### src/rtl/dot_product_sequencer.sv
// Dot-product sequencer: feeds one activation at a time into the single-weight inference pipeline and accumulates the results.
// Latency: per element 1 ISSUE cycle + pipeline latency; done pulses one cycle after the DONE state (2 cycles after op_start for len=0).
// Backpressure: one element outstanding at a time; op_start and buffer writes are ignored while busy.
// Optional macro DPS_TIMEOUT_EN: per-element watchdog that aborts the op and raises timeout_err.
module dot_product_sequencer #(
  parameter int VEC_LEN        = 16,
  parameter int ADDR_WIDTH     = 4,
  parameter int ACC_WIDTH      = 32,
  parameter int TIMEOUT_CYCLES = 32
) (
  input  logic                  clk,
  input  logic                  rst,
  input  logic                  act_wr_en,
  input  logic [ADDR_WIDTH-1:0] act_wr_idx,
  input  logic [7:0]            act_wr_data,
  input  logic                  op_start,
  input  logic [ADDR_WIDTH:0]   op_len,
  input  logic [ADDR_WIDTH-1:0] op_base_addr,
  output logic                  core_start,
  output logic [ADDR_WIDTH-1:0] core_weight_addr,
  output logic [7:0]            core_activation,
  input  logic                  core_valid,
  input  logic [63:0]           core_result,
  input  logic                  core_zero_skipped,
  output logic                  busy,
  output logic                  done,
  output logic [ACC_WIDTH-1:0]  acc_out,
  output logic [ADDR_WIDTH:0]   zero_count,
  output logic                  overflow,
  output logic                  timeout_err
);

  typedef enum logic [1:0] {S_IDLE, S_ISSUE, S_WAIT, S_DONE} state_t;

  localparam logic [ADDR_WIDTH:0] VEC_LEN_W = (ADDR_WIDTH+1)'(VEC_LEN);

  // Reject configurations whose index width cannot cover the buffer.
  if (((1 << ADDR_WIDTH) < VEC_LEN) || (ACC_WIDTH > 64) || (TIMEOUT_CYCLES < 1)) begin : g_param_check
    $error("dot_product_sequencer: illegal parameter combination");
  end

  state_t                state_q, state_d;
  logic [7:0]            buf_q [VEC_LEN];
  logic [ADDR_WIDTH:0]   len_q, i_q, i_next, len_clamped, elem_idx;
  logic [ADDR_WIDTH-1:0] base_q, addr_q, addr_d;
  logic [7:0]            act_q, act_d;
  logic [ACC_WIDTH-1:0]  acc_q, acc_d;
  logic [ACC_WIDTH:0]    sum_w;
  logic [ADDR_WIDTH:0]   zcnt_q, zcnt_d;
  logic                  ovf_q, sat_hit, res_hi_nz;
  logic                  busy_q, done_q, cstart_q;
  logic                  accept, elem_done, last_elem, wd_expire;

  assign len_clamped = (op_len > VEC_LEN_W) ? VEC_LEN_W : op_len;
  assign i_next      = i_q + 1'b1;
  assign last_elem   = (i_next == len_q);

  // Result bits above the accumulator width force saturation.
  if (ACC_WIDTH < 64) begin : g_hi
    assign res_hi_nz = |core_result[63:ACC_WIDTH];
  end else begin : g_nohi
    assign res_hi_nz = 1'b0;
  end

`ifdef DPS_TIMEOUT_EN
  localparam int WD_W = $clog2(TIMEOUT_CYCLES + 1);
  logic [WD_W-1:0] wd_q;
  logic            tmo_q;

  assign wd_expire = (state_q == S_WAIT) && !core_valid && (wd_q == WD_W'(TIMEOUT_CYCLES - 1));

  // Watchdog: counts WAIT cycles, zero whenever outside WAIT so it restarts on each entry.
  always_ff @(posedge clk or posedge rst) begin
    if (rst) begin
      wd_q  <= '0;
      tmo_q <= 1'b0;
    end else begin
      wd_q <= (state_q == S_WAIT) ? wd_q + 1'b1 : '0;
      if (accept)         tmo_q <= 1'b0;
      else if (wd_expire) tmo_q <= 1'b1;
    end
  end

  assign timeout_err = tmo_q;
`else
  assign wd_expire   = 1'b0;
  assign timeout_err = 1'b0;
`endif

  // State register.
  always_ff @(posedge clk or posedge rst) begin
    if (rst) state_q <= S_IDLE;
    else     state_q <= state_d;
  end

  // Next-state logic.
  always_comb begin
    state_d = state_q;
    unique case (state_q)
      S_IDLE:  if (op_start) state_d = (len_clamped == '0) ? S_DONE : S_ISSUE;
      S_ISSUE: state_d = S_WAIT;
      S_WAIT: begin
        if (core_valid)     state_d = last_elem ? S_DONE : S_ISSUE;
        else if (wd_expire) state_d = S_DONE;
      end
      S_DONE:  state_d = S_IDLE;
      default: state_d = S_IDLE;
    endcase
  end

  // Output/datapath decode: element fetch and saturating accumulate.
  always_comb begin
    accept    = (state_q == S_IDLE) && op_start;
    elem_done = (state_q == S_WAIT) && core_valid;
    elem_idx  = accept ? '0 : i_next;
    addr_d    = (accept ? op_base_addr : base_q) + elem_idx[ADDR_WIDTH-1:0];
    act_d     = buf_q[elem_idx[ADDR_WIDTH-1:0]];
    sum_w     = {1'b0, acc_q} + {1'b0, core_result[ACC_WIDTH-1:0]};
    sat_hit   = res_hi_nz || sum_w[ACC_WIDTH];
    acc_d     = sat_hit ? '1 : sum_w[ACC_WIDTH-1:0];
    zcnt_d    = zcnt_q + {{ADDR_WIDTH{1'b0}}, core_zero_skipped};
  end

  // Activation buffer: written only while idle, out-of-range indices dropped.
  always_ff @(posedge clk or posedge rst) begin
    if (rst) begin
      for (int k = 0; k < VEC_LEN; k++) buf_q[k] <= '0;
    end else if ((state_q == S_IDLE) && act_wr_en && ({1'b0, act_wr_idx} < VEC_LEN_W)) begin
      buf_q[act_wr_idx] <= act_wr_data;
    end
  end

  // Op control: latch command, track element index, registered pipeline handshake.
  always_ff @(posedge clk or posedge rst) begin
    if (rst) begin
      len_q    <= '0;
      base_q   <= '0;
      i_q      <= '0;
      addr_q   <= '0;
      act_q    <= '0;
      cstart_q <= 1'b0;
      busy_q   <= 1'b0;
      done_q   <= 1'b0;
    end else begin
      cstart_q <= (state_d == S_ISSUE);
      done_q   <= (state_q == S_DONE);
      if (accept) begin
        len_q  <= len_clamped;
        base_q <= op_base_addr;
        i_q    <= '0;
        busy_q <= 1'b1;
      end else if (state_q == S_DONE) begin
        busy_q <= 1'b0;
      end
      if (elem_done) i_q <= i_next;
      // Address and activation stay put between issues.
      if (state_d == S_ISSUE) begin
        addr_q <= addr_d;
        act_q  <= act_d;
      end
    end
  end

  // Accumulator, zero-skip counter and sticky overflow; cleared per accepted op.
  always_ff @(posedge clk or posedge rst) begin
    if (rst) begin
      acc_q  <= '0;
      zcnt_q <= '0;
      ovf_q  <= 1'b0;
    end else if (accept) begin
      acc_q  <= '0;
      zcnt_q <= '0;
      ovf_q  <= 1'b0;
    end else if (elem_done) begin
      acc_q  <= acc_d;
      zcnt_q <= zcnt_d;
      if (sat_hit) ovf_q <= 1'b1;
    end
  end

  assign core_start       = cstart_q;
  assign core_weight_addr = addr_q;
  assign core_activation  = act_q;
  assign busy             = busy_q;
  assign done             = done_q;
  assign acc_out          = acc_q;
  assign zero_count       = zcnt_q;
  assign overflow         = ovf_q;

endmodule

### config.mk
export PLATFORM = sky130hd
export DESIGN_NAME = dot_product_sequencer
export DESIGN_NICKNAME = d
export VERILOG_FILES = /design/src/rtl/dot_product_sequencer.sv
export SDC_FILE = /design/constraint.sdc
export NUM_CORES = 1
export LEC_CHECK = 0
export CORE_ASPECT_RATIO = 1.4
export CORE_UTILIZATION = 60
export CTS_CLUSTER_SIZE = 40
export DETAILED_ROUTE_END_ITERATION = 10
export PLACE_DENSITY = 0.95
export REMOVE_ABC_BUFFERS = 1
export SLEW_MARGIN = 30
export SYNTH_ARGS = -nofsm -noshare
export SYNTH_HDL_FRONTEND = slang
export SYNTH_SLANG_ARGS = --single-unit
### constraint.sdc
create_clock -name clk -period 23.1 [get_ports clk]
set_input_delay 6.93 -clock clk [delete_from_list [all_inputs] [get_ports clk]]
set_output_delay 6.93 -clock clk [all_outputs]
set_load 0.03 [all_outputs]
== After elaboration in Yosys (flattened, before gate mapping) ==
Index checks and enable logic that the tools add are counted.

* $add $sub $neg: 4
* $lt $le $gt $ge: 4
* Equality and inequality tests: 5
* Muxes and demuxes: 26
* Bitwise operators: 2
* Reduce and logical (&&, ||, !) cells: 12

{| class="wikitable"
|+ Operator list
! operator !! number
|-
| 128-bit bitwise mux || 1
|-
| 32-bit two-way mux || 3
|-
| 32-bit by 32-bit adder with 33-bit output || 1
|-
| 8-bit binary-select mux with 4-bit select || 1
|-
| 8-bit demux with 4-bit select || 1
|-
| 32-bit OR reduction || 1
|-
| 5-bit two-way mux || 5
|-
| 8-bit two-way mux || 3
|-
| 5-bit >= comparator (second input constant) || 2
|-
| 4-bit NOT with 5-bit output || 2
|-
| 2-bit two-way mux || 4
|-
| 4-bit two-way mux || 2
|-
| 2-bit case mux with 4 select lines || 1
|-
| 2-bit nonzero test || 3
|-
| 5-bit by 1-bit adder with 5-bit output || 1
|-
| 5-bit by 1-bit adder with 5-bit output (second input constant) || 1
|-
| 5-bit == test || 1
|-
| 5-bit greater-than comparator (second input constant) || 1
|-
| 5-bit zero test || 1
|-
| 5-bit by 1-bit less-than comparator with 1-bit output (second input constant) || 1
|-
| 1-bit two-way mux || 5
|-
| 4-bit adder || 1
|-
| 2-bit by 1-bit == test with 1-bit output (second input constant) || 2
|-
| 2-bit == test (second input constant) || 2
|-
| other kinds (4) || 7
|}

* Flip-flop bits (word level): 197
* Input bits: 91
* Output and inout bits: 54
* Word-level logic and storage cells: 81

== Depth between registers and ports, before layout ==
* Depth after elaboration: 7
* Depth in mapped cells: 12
* Depth with buffers taken out: 11

== Worst setup path after synthesis ==
No wires, ideal clock.

* Kind: input to register
* Start point: input core_result[0]
* End point: register acc_q[20], in the netlist acc_out[20]
* Library setup time: 0.124 ns
* Arrival: 9.197 ns
* Data required time: 22.976 ns
* Slack: 13.779 ns
* Cell stages on the path: 11
* Path buffers: 1
* Cell sequence: ha_1 fa_1 a21oi_2 o221ai_2 a211o_1 nor3b_2 o21ai_1 a211oi_1 o21a_1 buf_2 a211o_1

* Longest elaborated chain between the ends: 5

{| class="wikitable"
|+ RTL lines
! item !! RTL line !! text
|-
| start: declaration || 23 || <nowiki>input logic [63:0] core_result,</nowiki>
|-
| 32-bit by 32-bit adder with 33-bit output (*) || 118 || <nowiki>sum_w = {1'b0, acc_q} + {1'b0, core_result[ACC_WIDTH-1:0]};</nowiki>
|-
| 1-bit logical OR || 119 || <nowiki>sat_hit = res_hi_nz || sum_w[ACC_WIDTH];</nowiki>
|-
| 32-bit two-way mux (*) || 120 || <nowiki>acc_d = sat_hit ? '1 : sum_w[ACC_WIDTH-1:0];</nowiki>
|-
| 32-bit two-way mux (*) || 174 || <nowiki>end else if (elem_done) begin</nowiki>
|-
| 32-bit two-way mux (*) || 170 || <nowiki>end else if (accept) begin</nowiki>
|-
| end signal: assignment || 167 || <nowiki>acc_q <= '0;</nowiki>
|-
| end signal: assignment || 171 || <nowiki>acc_q <= '0;</nowiki>
|-
| end signal: assignment || 175 || <nowiki>acc_q <= acc_d;</nowiki>
|-
| end: declaration || 47 || <nowiki>logic [ACC_WIDTH-1:0] acc_q, acc_d;</nowiki>
|}

Every way passes the cells marked *; elsewhere a longest branch is shown, timed or not. The select of a mux whose other input is x is not followed.
A chain may end at the register's enable or synchronous reset.

== Worst setup path in the final report ==
* Start point: input core_result[0]
* End point: register acc_q[6], in the netlist acc_out[6]

Same word-level chain as after synthesis.

==> qor.yml <==
run_status: "finished, final reports clean"
die_area_um2: 17700
die_h_um: 157
critical_path.max_fanout: 32
async_flop_share_pct: 100
r2r_start: "i_q[0]"
detail_route.first_pass.iterations: 6
routed-wl-met2_um: 13800
tightest_slew_ps: 951
hold-path-cell-count: 1
number_of_buffer_cells_added_on_primary_ports: 143
violation_count_after_the_first_detailed_route_iteration: 868
clock_latency_ps: 440
path_depth_of_the_worst_reg2reg_path: 10
post_synth.cell_area_avg_um2: 11.2
syn_to_final_growth_pct: 20.6
postSynth.topFlopCell: "sky130_fd_sc_hd__dfrtp_1"
leakagePower_nw: 5.57
post_cts_buffers: 0
clock_tree.buffer_depth: 2
start_util_pct: 61.4
ff2ff_setup_slack_ps: 19410
max_freq_mhz: 102
sequentialPowerShare_pct: 34.7
intPower_w: 0.00104
syn-cell-area_um2: 10300
cts_resized: 0
kind_of_end_point_of_the_critical_path: "register"
clock_tree.htree_level_count: 4
hold_slack_ps: 490
finalCritPeriodShare_pct: 42.3
topRoutingLayerUsed: "met4"
synth_edf_count: 0
arrival_ps: 10100
r2r_endpoint: "core_activation[1]"
yosys_register_bits: 197
routedLengthMet1_um: 9940
cts_hold_buf: 0
ant_nets: 0
numClockSinks: 197
critPathRequiredTime_ps: 23420
synth.largest_area_cell: "sky130_fd_sc_hd__dfrtp_1"
tritoncts_clock_tree: "done"
finalSetupTns_ps: 0
met3WireLength_um: 2170
cts_bufs_inserted: 17
finalSetupViolCount: 0
clk_pin_slew_ps: 70
synthDistinctLibCells: 62
core.rowCount: 56
layout_fillers: 1064
grt.overflow.total: 0
worstSetupPathType: "primary input to register"
skew_ps: 13.0
placement.setup.worst_slack_ps: 12980
num-nets-final: 1179
grt_max_degree: 126
timing.max_cap.violations: 0
vias_post_dr: 8343
rsz_0062_raised_after_global_routing: "no"
post_synth_most_frequent_cells: "197 x sky130_fd_sc_hd__dfrtp_1, 129 x sky130_fd_sc_hd__mux2_2, 92 x sky130_fd_sc_hd__nand2_1, 49 x sky130_fd_sc_hd__a21oi_1"
grt_util_all_layers_pct: 31.6
synth_top_area_share_pct: 47.8
cts-root-buf: "sky130_fd_sc_hd__clkbuf_16"
placeableCoreArea_um2: 16800
min-delay-path-class: "register to register"
critical_path_source_type: "primary input"
slew_headroom_pct: 36.2
wl_um: 27100
fraction_of_the_yosys_area_taken_by_sequential_cells_pct: 47.8
power_density_nw_per_um2: 141
avgRoutedWirePerCell_um: 21.5
drt-vias-per-instance: 6.60
top_level_ports: 145
grt_pass1_wl_um: 43300
drive_gt1_share_pct: 18.3
drcViolationCount: 0
vias_in_the_first_global_route: 8411
netlist_instances: 925
power.switching_fraction_pct: 40.8
min-delay-start: "core_activation[1]"
p_clk_share_pct: 16.2
number_of_antenna_violations_at_the_first_check_in_global_routing: 0
final_max_slew_viol_count: 0
final_period_minus_worst_setup_slack_ps: 9780
synth.area.top_cells: "sky130_fd_sc_hd__dfrtp_1 48%, sky130_fd_sc_hd__mux2_2 14%, sky130_fd_sc_hd__ha_1 4.6%"
antenna_cells_inserted: 0
die_width_um: 113
timing_hold_violations_final: 0
synthesis.yosys.warnings: 0
place_congestion: 0.946
yosysMostFrequentCell: "sky130_fd_sc_hd__dfrtp_1"
comb_power_share_pct: 49.1
switchingPower_w: 0.000715
vdd_ir_drop_max_mv: 0.0850
finalWorstSetupSlack_ps: 13320
worstHoldEndpoint: "core_activation[1]"
place.detailed.hpwl_um: 17600
==> metrics by stage <==
stage,util (%),instance area (µm²),instances,power [W]
2_1_floorplan,-,10100,878,0.00117
3_3_place_gp,70.7,11900,1232,0.00139
3_5_place_dp,70.7,11900,1232,0.00144
4_1_cts,74.0,12400,1264,0.00174
5_1_grt,74.0,12500,1264,0.00185
6_report,74.0,12500,1264,0.00175
==> routing by layer <==
metal | vias up | GRT usage (%)
met2 | 473 | 55.0
met4 | 0 | 15.7
met3 | 103 | 6.16
li1 | 3645 | -
met5 | - | 0
met1 | 4122 | 37.6
==> registers in the layout (all words and copies together), names as in the netlist <==
name              count
busy                  1
core_weight_addr      4
core_start            1
len_q                 5
base_q                4
overflow              1
zero_count            5
done                  1
core_activation       8
buf_q               128
state_q               2
acc_out              32
i_q                   5
==> power groups by stage <==
stage	sequential [W]	combinational, W	clock [W]
3_3_place_gp	0.000592	0.000800	0
5_1_grt	0.000623	0.000923	0.000299
3_5_place_dp	0.000605	0.000834	0
4_1_cts	0.000604	0.000851	0.000284
6_report	0.000607	0.000859	0.000284
2_1_floorplan	0.000660	0.000512	0
==> cell families after synthesis <==
family | count (synthesis) | synth area share (%)
DFF | 197 | 47.8
adders and majority gates | 40 | 4.99
and+or+nand+nor | 227 | 10.4
AOI/OAI and AO/OA | 206 | 13.7
xor gates and xnor gates | 42 | 3.82
muxes | 145 | 16.7
other | 1 | 0.0363
buffers and inverters | 67 | 2.59
==> cells in the final DEF, fill, tap and decap left out, types with 5 or more instances in the layout <==
cell type,count
sky130_fd_sc_hd__nor2_1,39
sky130_fd_sc_hd__mux2_2,129
sky130_fd_sc_hd__dfrtp_1,197
sky130_fd_sc_hd__a21o_1,17
sky130_fd_sc_hd__xnor2_1,19
sky130_fd_sc_hd__ha_1,38
sky130_fd_sc_hd__nor4_1,12
sky130_fd_sc_hd__o221ai_1,16
sky130_fd_sc_hd__inv_1,19
sky130_fd_sc_hd__nand2b_1,6
sky130_fd_sc_hd__inv_6,5
sky130_fd_sc_hd__a221o_1,22
sky130_fd_sc_hd__xor2_1,21
sky130_fd_sc_hd__clkbuf_16,17
sky130_fd_sc_hd__mux4_2,9
sky130_fd_sc_hd__a211oi_1,9
sky130_fd_sc_hd__a311oi_1,5
sky130_fd_sc_hd__mux2i_1,6
sky130_fd_sc_hd__nand4_1,5
sky130_fd_sc_hd__a21oi_1,49
sky130_fd_sc_hd__o21ai_0,41
sky130_fd_sc_hd__nand3_1,34
sky130_fd_sc_hd__a22o_1,6
sky130_fd_sc_hd__nor2b_1,6
sky130_fd_sc_hd__clkdlybuf4s50_1,143
sky130_fd_sc_hd__nand2_1,92
sky130_fd_sc_hd__buf_4,7
sky130_fd_sc_hd__a31oi_1,12
==> critical path: stages <==
cell                              delay (ps)
sky130_fd_sc_hd__clkdlybuf4s50_1         410
sky130_fd_sc_hd__ha_1                    240
sky130_fd_sc_hd__fa_1                    420
sky130_fd_sc_hd__a21oi_2                 200
sky130_fd_sc_hd__o221ai_2                160
sky130_fd_sc_hd__a211o_1                 360
sky130_fd_sc_hd__nor3b_2                 200
sky130_fd_sc_hd__o21ai_1                 230
sky130_fd_sc_hd__a211oi_1                120
sky130_fd_sc_hd__o21a_2                  430
sky130_fd_sc_hd__a221o_1                 360
==> layout make-up <==
| type | instances | area [µm²] | share of cell area, % |
|---|---|---|---|
| timing repair buffer | 151 | 1500 | 12.0 |
| clock buffer | 19 | 443 | 3.56 |
| inverter | 20 | 82.6 | 0.663 |
| sequential | 197 | 4930 | 39.6 |
| multi-input combinational | 661 | 5130 | 41.2 |
| tap | 203 | 254 | 2.04 |
| clock inverter | 13 | 114 | 0.914 |
==> how the worst max path moves through the flow <==
stage          slack (ps)      startpoint  cells after the start                 end
6_report            13320  core_result[0]                     11          acc_out[6]
5_1_grt             13110        op_start                      9  core_activation[7]
4_1_cts             13420        op_start                      9  core_activation[7]
3_5_place_dp        12980  core_result[0]                     11          acc_out[6]
3_3_place_gp        12820  core_result[0]                     11          acc_out[9]
2_1_floorplan       10800             rst                      1          acc_out[0]
Note: power is estimated with default switching activity, not from simulation.
